**config.mk**
```make
export PLATFORM = sky130hd
export DESIGN_NAME = systolic_feeder_flat
export DESIGN_NICKNAME = d
export VERILOG_FILES = /design/src/rtl/tpu_pkg.sv /design/src/rtl/systolic_feeder_if.sv /design/src/rtl/skew_delay_line.sv /design/src/rtl/systolic_feeder.sv /design/src/flat_wrapper.sv
export SDC_FILE = /design/constraint.sdc
export NUM_CORES = 1
export LEC_CHECK = 0
export BUFFER_PORTS_ARGS = -buffer_cell sky130_fd_sc_hd__buf_2
export CELL_PAD_IN_SITES_DETAIL_PLACEMENT = 1
export CELL_PAD_IN_SITES_GLOBAL_PLACEMENT = 2
export CORE_MARGIN = 4
export CORE_UTILIZATION = 35
export CTS_CLUSTER_SIZE = 40
export DETAILED_ROUTE_END_ITERATION = 10
export PLACE_DENSITY = 0.94
export REMOVE_ABC_BUFFERS = 1
export SETUP_SLACK_MARGIN = 0.1
export SYNTH_ARGS = -nofsm -noshare
export SYNTH_HDL_FRONTEND = slang
export SYNTH_SLANG_ARGS = --single-unit
```
**constraint.sdc**
```tcl
create_clock -name clk -period 7.2 [get_ports clk]
set_clock_uncertainty 0.1 [all_clocks]
set_input_delay 0.72 -clock clk [delete_from_list [all_inputs] [get_ports clk]]
set_output_delay 0.72 -clock clk [all_outputs]
set_load 0.01 [all_outputs]
```
**src/rtl/tpu_pkg.sv**
```systemverilog
// rtl/tpu_pkg.sv - shared types and constants for the systolic array datapath
package tpu_pkg;

    localparam int DATA_W = 8;

    typedef enum logic [2:0] {
        IDLE,
        LOAD_W,
        COMMIT,
        STREAM,
        DRAIN
    } feeder_state_t;

endpackage

```
**src/rtl/systolic_feeder_if.sv**
```systemverilog
// rtl/systolic_feeder_if.sv - job, weight, activation and array-edge signals of the feeder
interface systolic_feeder_if #(
    parameter int N      = 2,
    parameter int DATA_W = 8,
    parameter int CNT_W  = 8
);
    logic                     start;
    logic [CNT_W-1:0]         num_vectors;
    logic [N*DATA_W-1:0]      w_in;
    logic                     w_valid;
    logic                     w_ready;
    logic [N*DATA_W-1:0]      act_in;
    logic                     act_valid;
    logic                     act_ready;
    logic [N*N*DATA_W-1:0]    weight_out;
    logic                     load_weight;
    logic [N*DATA_W-1:0]      a_row_out;
    logic [N-1:0]             valid_out;
    logic                     busy;
    logic                     done;

    modport master (
        output start, num_vectors, w_in, w_valid, act_in, act_valid,
        input  w_ready, act_ready, weight_out, load_weight, a_row_out, valid_out, busy, done
    );

    modport slave (
        input  start, num_vectors, w_in, w_valid, act_in, act_valid,
        output w_ready, act_ready, weight_out, load_weight, a_row_out, valid_out, busy, done
    );

endinterface

```
**src/rtl/skew_delay_line.sv**
```systemverilog
// rtl/skew_delay_line.sv - DEPTH-stage {valid, data} shift register for one skewed array row
module skew_delay_line #(
    parameter int DEPTH  = 1,
    parameter int DATA_W = 8
) (
    input  logic              clk,
    input  logic              reset,
    input  logic              valid_i,
    input  logic [DATA_W-1:0] data_i,
    output logic              valid_o,
    output logic [DATA_W-1:0] data_o
);
    logic [DEPTH-1:0]             valid_q;
    logic [DEPTH-1:0][DATA_W-1:0] data_q;

    always_ff @(posedge clk or posedge reset) begin
        if (reset) begin
            valid_q <= '0;
            data_q  <= '0;
        end else begin
            valid_q[0] <= valid_i;
            data_q[0]  <= data_i;
            for (int s = 1; s < DEPTH; s++) begin
                valid_q[s] <= valid_q[s-1];
                data_q[s]  <= data_q[s-1];
            end
        end
    end

    assign valid_o = valid_q[DEPTH-1];
    assign data_o  = data_q[DEPTH-1];

endmodule

```
**src/rtl/systolic_feeder.sv**
```systemverilog
// rtl/systolic_feeder.sv - loads an NxN weight tile, then streams diagonally skewed activations
module systolic_feeder #(
    parameter int N      = 2,
    parameter int DATA_W = tpu_pkg::DATA_W,
    parameter int CNT_W  = 8
) (
    input  logic               clk,
    input  logic               reset,
    systolic_feeder_if.slave   bus
);
    import tpu_pkg::*;

    localparam int ROW_W  = N * DATA_W;
    localparam int ROW_CW = $clog2(N);

    feeder_state_t           state_q, state_d;
    logic [ROW_CW-1:0]       row_cnt_q, row_cnt_d;
    logic [ROW_CW-1:0]       drain_q, drain_d;
    logic [CNT_W-1:0]        vec_cnt_q, vec_cnt_d;
    logic [CNT_W-1:0]        num_q, num_d;
    logic [N*ROW_W-1:0]      stage_q, stage_d;
    logic [N*ROW_W-1:0]      weight_q, weight_d;
    logic                    done_q, done_d;
    logic                    accept;
    logic [N-1:0]            row_valid;
    logic [ROW_W-1:0]        row_data;

    assign accept = (state_q == STREAM) && bus.act_valid;

    always_comb begin
        state_d   = state_q;
        row_cnt_d = row_cnt_q;
        drain_d   = drain_q;
        vec_cnt_d = vec_cnt_q;
        num_d     = num_q;
        stage_d   = stage_q;
        weight_d  = weight_q;
        done_d    = 1'b0;
        case (state_q)
            IDLE: begin
                if (bus.start) begin
                    if (bus.num_vectors != '0) begin
                        num_d     = bus.num_vectors;
                        row_cnt_d = '0;
                        state_d   = LOAD_W;
                    end else begin
                        done_d = 1'b1;
                    end
                end
            end
            LOAD_W: begin
                if (bus.w_valid) begin
                    stage_d[row_cnt_q*ROW_W +: ROW_W] = bus.w_in;
                    row_cnt_d = row_cnt_q + 1'b1;
                    // the final row is forwarded straight into weight_out so it is stable in COMMIT
                    if (row_cnt_q == ROW_CW'(N-1)) begin
                        weight_d = stage_d;
                        state_d  = COMMIT;
                    end
                end
            end
            COMMIT: begin
                vec_cnt_d = '0;
                state_d   = STREAM;
            end
            STREAM: begin
                if (bus.act_valid) begin
                    vec_cnt_d = vec_cnt_q + 1'b1;
                    if (vec_cnt_q == num_q - CNT_W'(1)) begin
                        drain_d = ROW_CW'(N-1);
                        state_d = DRAIN;
                    end
                end
            end
            DRAIN: begin
                if (drain_q == '0) begin
                    state_d = IDLE;
                    done_d  = 1'b1;
                end else begin
                    drain_d = drain_q - 1'b1;
                end
            end
            default: state_d = IDLE;
        endcase
    end

    always_ff @(posedge clk or posedge reset) begin
        if (reset) begin
            state_q   <= IDLE;
            row_cnt_q <= '0;
            drain_q   <= '0;
            vec_cnt_q <= '0;
            num_q     <= '0;
            stage_q   <= '0;
            weight_q  <= '0;
            done_q    <= 1'b0;
        end else begin
            state_q   <= state_d;
            row_cnt_q <= row_cnt_d;
            drain_q   <= drain_d;
            vec_cnt_q <= vec_cnt_d;
            num_q     <= num_d;
            stage_q   <= stage_d;
            weight_q  <= weight_d;
            done_q    <= done_d;
        end
    end

    // row i gets 1+i stages; data is forced to zero on bubble slots
    for (genvar i = 0; i < N; i++) begin : g_row
        skew_delay_line #(
            .DEPTH  (i + 1),
            .DATA_W (DATA_W)
        ) u_skew (
            .clk     (clk),
            .reset   (reset),
            .valid_i (accept),
            .data_i  (accept ? bus.act_in[i*DATA_W +: DATA_W] : {DATA_W{1'b0}}),
            .valid_o (row_valid[i]),
            .data_o  (row_data[i*DATA_W +: DATA_W])
        );
    end

    assign bus.w_ready     = (state_q == LOAD_W);
    assign bus.act_ready   = (state_q == STREAM);
    assign bus.load_weight = (state_q == COMMIT);
    assign bus.busy        = (state_q != IDLE);
    assign bus.done        = done_q;
    assign bus.weight_out  = weight_q;
    assign bus.valid_out   = row_valid;
    assign bus.a_row_out   = row_data;

endmodule
```
**src/flat_wrapper.sv**
```systemverilog
// flat-port wrapper written by rule: the top's interface ports become plain ports
module systolic_feeder_flat import tpu_pkg::*;
#(
    parameter int N      = 2,
    parameter int DATA_W = tpu_pkg::DATA_W,
    parameter int CNT_W  = 8
)
  (clk, reset, bus_start, bus_num_vectors, bus_w_in, bus_w_valid, bus_act_in, bus_act_valid, bus_w_ready, bus_act_ready, bus_weight_out, bus_load_weight, bus_a_row_out, bus_valid_out, bus_busy, bus_done);
  systolic_feeder_if #(.N(N), .DATA_W(DATA_W), .CNT_W(CNT_W)) bus_i ();
  input  logic clk;
  input  logic reset;
  input wire logic [$bits(bus_i.start)-1:0] bus_start;
  input wire logic [$bits(bus_i.num_vectors)-1:0] bus_num_vectors;
  input wire logic [$bits(bus_i.w_in)-1:0] bus_w_in;
  input wire logic [$bits(bus_i.w_valid)-1:0] bus_w_valid;
  input wire logic [$bits(bus_i.act_in)-1:0] bus_act_in;
  input wire logic [$bits(bus_i.act_valid)-1:0] bus_act_valid;
  output wire logic [$bits(bus_i.w_ready)-1:0] bus_w_ready;
  output wire logic [$bits(bus_i.act_ready)-1:0] bus_act_ready;
  output wire logic [$bits(bus_i.weight_out)-1:0] bus_weight_out;
  output wire logic [$bits(bus_i.load_weight)-1:0] bus_load_weight;
  output wire logic [$bits(bus_i.a_row_out)-1:0] bus_a_row_out;
  output wire logic [$bits(bus_i.valid_out)-1:0] bus_valid_out;
  output wire logic [$bits(bus_i.busy)-1:0] bus_busy;
  output wire logic [$bits(bus_i.done)-1:0] bus_done;
  assign bus_i.start = bus_start;
  assign bus_i.num_vectors = bus_num_vectors;
  assign bus_i.w_in = bus_w_in;
  assign bus_i.w_valid = bus_w_valid;
  assign bus_i.act_in = bus_act_in;
  assign bus_i.act_valid = bus_act_valid;
  assign bus_w_ready = bus_i.w_ready;
  assign bus_act_ready = bus_i.act_ready;
  assign bus_weight_out = bus_i.weight_out;
  assign bus_load_weight = bus_i.load_weight;
  assign bus_a_row_out = bus_i.a_row_out;
  assign bus_valid_out = bus_i.valid_out;
  assign bus_busy = bus_i.busy;
  assign bus_done = bus_i.done;
  systolic_feeder #(.N(N), .DATA_W(DATA_W), .CNT_W(CNT_W)) u_core (.clk(clk), .reset(reset), .bus(bus_i));
endmodule
```
# ---- After elaboration in Yosys (flattened, before gate mapping)
# Index checks and enable logic that the tools add are counted.
dict set report word_totals {
  regBits 113
  inputBits 45
  out_inout_bits 55
  word_cells 71
}
dict set report op_classes {
  n_addsub 5
  eq_ne 12
  shift 2
  mux 25
  n_reduce_logical 14
}
# cell count
set op_table {}
lappend op_table {{5-bit negation with 34-bit output} 1}
lappend op_table {{16-bit by 34-bit variable shift with 32-bit output (first input constant)} 1}
lappend op_table {{16-bit by 34-bit indexed part select with 32-bit output} 1}
lappend op_table {{32-bit bitwise mux} 1}
lappend op_table {{8-bit two-way mux} 3}
lappend op_table {{3-bit two-way mux} 7}
lappend op_table {{8-bit one-hot mux with 2 select lines} 1}
lappend op_table {{3-bit one-hot mux with 5 select lines} 1}
lappend op_table {{1-bit two-way mux} 9}
lappend op_table {{3-bit AND reduction} 3}
lappend op_table {{8-bit by 1-bit adder with 8-bit output (second input constant)} 1}
lappend op_table {{8-bit equality test} 1}
lappend op_table {{2-bit != test (second input constant)} 4}
lappend op_table {{8-bit nonzero test} 1}
lappend op_table {{8-bit by 1-bit subtractor with 8-bit output (second input constant)} 1}
lappend op_table {{7-bit AND reduction} 1}
lappend op_table {{3-bit by 2-bit equality test with 1-bit output (second input constant)} 2}
lappend op_table {{2-bit by 1-bit != test with 1-bit output (second input constant)} 3}
lappend op_table {{1-bit one-hot mux with 2 select lines} 3}
lappend op_table {{2-bit nonzero test} 3}
lappend op_table {{2-bit AND reduction} 2}
lappend op_table {{4-bit AND reduction} 1}
lappend op_table {{3-bit by 1-bit equality test with 1-bit output (second input constant)} 1}
lappend op_table {{3-bit equality test (second input constant)} 1}
lappend op_table {{other kinds (5)} 5}

# ---- Longest topological paths before layout
dict set report logic_depth {
  word_depth 5
  depth_mapped 8
  depth_no_buf 7
}

# ---- Hierarchy
# Synthesis repeated with hierarchy kept, for this count alone.
dict set report unflattened {
  cells_unflattened 356
  area_unflattened_um2 3947.5
}
# mod n_inst cells_per_inst area_per_inst_um2 seq_area_each_um2
set modules_own_cells {}
lappend modules_own_cells {systolic_feeder 1 319 3204.3 1751.7}
lappend modules_own_cells {{skew_delay_line (u_core.g_row[1].u_skew)} 1 27 514.2 450.4}
lappend modules_own_cells {{skew_delay_line (u_core.g_row[0].u_skew)} 1 10 229.0 225.2}

# ---- Worst setup path before layout
# OpenSTA, ideal clock, no wires.
dict set report synth_path {
  kind {register to register}
  from {reg u_core.num_q[2]}
  to {reg u_core.state_q[0]}
  setup_time_ns 0.140
  arrival_time_ns 1.876
  required_time_ns 6.960
  slack_ns 5.084
  path_stages_with_launch 6
  path_buffers 0
  period_less_slack_ns 2.116
  path_cell_list {dfrtp_1 -> or3_4 -> or4_4 -> xnor2_2 -> nor4_1 -> a311oi_1}
}
dict set report synth_via {
  elab_chain_cells 4
}
# item line_no
set synth_rtl {}
lappend synth_rtl {{from (decl)} systolic_feeder.sv:20} ;# logic [CNT_W-1:0] num_q, num_d;
lappend synth_rtl {{from (signal assigned)} systolic_feeder.sv:102} ;# num_q <= num_d;
lappend synth_rtl {{8-bit by 1-bit subtractor with 8-bit output} systolic_feeder.sv:69} ;# if (vec_cnt_q == num_q - CNT_W'(1)) begin
lappend synth_rtl {{8-bit equality test} systolic_feeder.sv:69}
lappend synth_rtl {{2-bit by 1-bit != test with 1-bit output (no source line)} -}
lappend synth_rtl {{7-bit AND reduction (no source line)} -}
lappend synth_rtl {{to (signal assigned)} systolic_feeder.sv:98} ;# state_q <= state_d;
lappend synth_rtl {{to (decl)} systolic_feeder.sv:16} ;# feeder_state_t state_q, state_d;
# No other way between the ends.
# A chain may end at the register's enable or synchronous reset.

# ---- Worst setup path in the final report
dict set report layout_path {
  from {reg u_core.state_q[2]}
  to {out bus_load_weight}
}
dict set report layout_via {
  elab_chain_cells 1
}
# item line_no
set layout_rtl {}
lappend layout_rtl {{3-bit by 2-bit equality test with 1-bit output} systolic_feeder.sv:126} ;# assign bus.load_weight = (state_q == COMMIT);
lappend layout_rtl {{to (decl)} flat_wrapper.sv:21} ;# output wire logic [$bits(bus_i.load_weight)-1:0] bus_load_weight;
# No other way between the ends.

==> results.cfg <==
[die]
io_pins = 100
start_util_pct = 36.1
core_um2 = 10900
std_cell_rows = 38
dieArea_um2 = 13000
die_w_um = 114
die_y_um = 114

[yosys]
netlist_area_um2 = 3950
yosys.area.top_type_share_pct = 60.9
syn_avg_cell_area_um2 = 10.9
async_flop_share_pct = 100
yosys-top-cells-area = dfrtp_1 61%, nand2_1 9.6%, mux2_2 7.1%
ys_ff_latch = 96
synthCells = 361
synth-main-ff-cell = dfrtp_1
yosysTopAreaCell = dfrtp_1
synth_edf_count = 0
ys_seq_area_share_pct = 60.9
ys_warn_count = 0
ys_types = 43

[setup_path]
start_kind = flip-flop
cp.arrival_ns = 1.82
crit_required_ns = 6.38
cp-end-kind = output pin
path_class = reg2out
reg2regPathDepth = 7
crit_fanout = 10
reg2reg_setup_slack_ns = 4.89
reg2reg_from = u_core.num_q[0]$_DFFE_PP0P_
reg2reg_to = u_core.state_q[0]$_DFFE_PP0P_

[placement]
port_buffers = 99
pre_cts_ws_ns = 4.71
post-dp-hpwl_mm = 6.84
dpl_cell_area_um2 = 4500
place_congestion = 0.715

[timing]
slew_headroom_pct = 43.0
setup_viol = 0
layout_setup_ws_ns = 4.56
rsz0062_at_grt = false
slew_violations = 0
fin_crit_sh_pct = 36.7
fin_tns_setup_ns = 0
min_period_ns = 2.64
hold_violations = 0
worst_pin_slew_ns = 0.852
fmax_mhz = 379

[hold_path]
hp-start = u_core.g_row[1].u_skew.data_q[0]$_DFF_PP0_
hp-class = reg2reg
holdPathEnd = u_core.g_row[1].u_skew.data_o[0]$_DFF_PP0_
hold_depth = 0

[run_status]
status = complete, no violations

[job]
maxCapViolations = 0

[clock_network]
numCtsBuffers = 9
path_clk_slew_ns = 0.07
cts_tree = done
hold_buffers = 0
cts_resized = 0
ctsHtreeMaxLevel = 3
worstSkewPairLatency_ns = 0.34
ctsRootBufferMaster = clkbuf_16
clock_sinks = 96
post_cts_buffers = 0
clockBufferDepth = 2

[detailed_routing]
vias = 2861
routedWlPerCell_um = 15.8
detail-route-antenna-nets = 0
viasPerCell = 4.82
drc = 0
postRouteWirelength_mm = 9.39
drtPass1Iterations = 6
drt_iter0_drc = 112

[pwr]
peakVddDrop_mv = 0.166
total_power_mw = 1.95
p_leak_nw = 2.47
power_density_nw_per_um2 = 408

[layout]
drive_gt1_share_pct = 33.3
fillers = 1252
final_cell_area_um2 = 4800
area_growth_syn_to_layout_pct = 21.5
layout_commonest_cell = nand2_1
nNetsFinal = 495
antenna-diode-count = 0
layout_common_cells = 101 x nand2_1, 99 x buf_2, 96 x dfrtp_1, 25 x mux2_2, 19 x and2_1

[global_route]
grt_pass1_wl_mm = 15.8
grt-ovfl-total = 0
grt_use_total_pct = 15.4
grt_max_degree = 52
antenna_found_initial = 0
grt_pass1_vias = 3115
[where the power goes]
group | switching [mW] | total (mW) | internal (mW)
Clock | 0.208 | 0.463 | 0.255
Sequential | 0.140 | 0.881 | 0.741
Combinational | 0.324 | 0.612 | 0.287
[how the worst max path moves through the flow]
stage | slack (ns) | start | end | cells after the start
5_1_grt | 4.30 | u_core.state_q[2]$_DFFE_PP0P_ | bus_load_weight | 3
4_1_cts | 4.48 | u_core.state_q[2]$_DFFE_PP0P_ | bus_load_weight | 3
3_5_place_dp | 4.71 | bus_act_valid | u_core.vec_cnt_q[6]$_DFFE_PP0P_ | 5
3_3_place_gp | 4.79 | bus_act_valid | u_core.vec_cnt_q[6]$_DFFE_PP0P_ | 5
2_1_floorplan | 3.87 | reset | u_core.bus.done$_DFF_PP0_ | 1
6_report | 4.56 | u_core.state_q[2]$_DFFE_PP0P_ | bus_load_weight | 3
[routing by layer]
layer  global-route usage (%)  routed length, µm
met1                     19.2               4050
met2                     25.3               4480
met3                     5.44                753
met4                     4.20                102
met5                        0                  0
[logic make-up (layout without fill, tap and decap cells)]
logic type,Yosys count,in the layout,synth area share (%)
adders and majority gates,2,2,0.634
AOI/OAI and AO/OA,23,23,3.77
DFF,96,96,60.9
muxes,25,25,7.13
xor gates and xnor gates,14,14,3.30
buffers and inverters,31,123,3.96
and+or+nand+nor,170,170,20.3
[cell usage after synthesis (all sizes together) (4+ instances only)]
master	n
nand2	101
inv	5
o21ai	6
nand3	6
a21oi	5
dfrtp	96
nor3	4
mux2	25
and2	20
xnor2	6
xor2	8
clkbuf	13
or3	4
nor2	13
buf	13
[layout make-up]
cell class,count,area [µm²],share of cell area [%]
clock inverters,5,38.8,0.809
flip-flops and latches,96,2400,50.1
repair buffers,102,518,10.8
clock buffers,11,253,5.27
multi-input cells,234,1390,28.9
well taps,140,175,3.65
inverters,5,21.3,0.444
[per-stage QoR]
step | hold WS (ns) | util [%] | std cells
final | 0.249 | 43.9 | 593
after global routing | 0.260 | 43.9 | 593
after CTS | 0.252 | 43.9 | 593
after detailed placement | 0.237 | 41.2 | 577
after global placement | 0.233 | 41.2 | 577
after floorplan | 0.231 | - | 335
[registers in the layout, summed over array words and instances (netlist names)]
register	count
u_core.row_cnt_q	1
u_core.drain_q	1
u_core.state_q	3
u_core.num_q	8
u_core.vec_cnt_q	8
u_core.g_row.u_skew.data_o	16
u_core.bus.weight_out	32
u_core.g_row.u_skew.valid_q	2
u_core.g_row.u_skew.data_q	8
u_core.bus.done	1
u_core.stage_q	16
[critical path, cell delays in order, from the launching register on]
cell	delay (ns)
dfrtp_1	0.48
nor2b_1	0.27
nor2b_1	0.50
buf_2	0.23
Note: power is estimated with default switching activity, not from simulation.
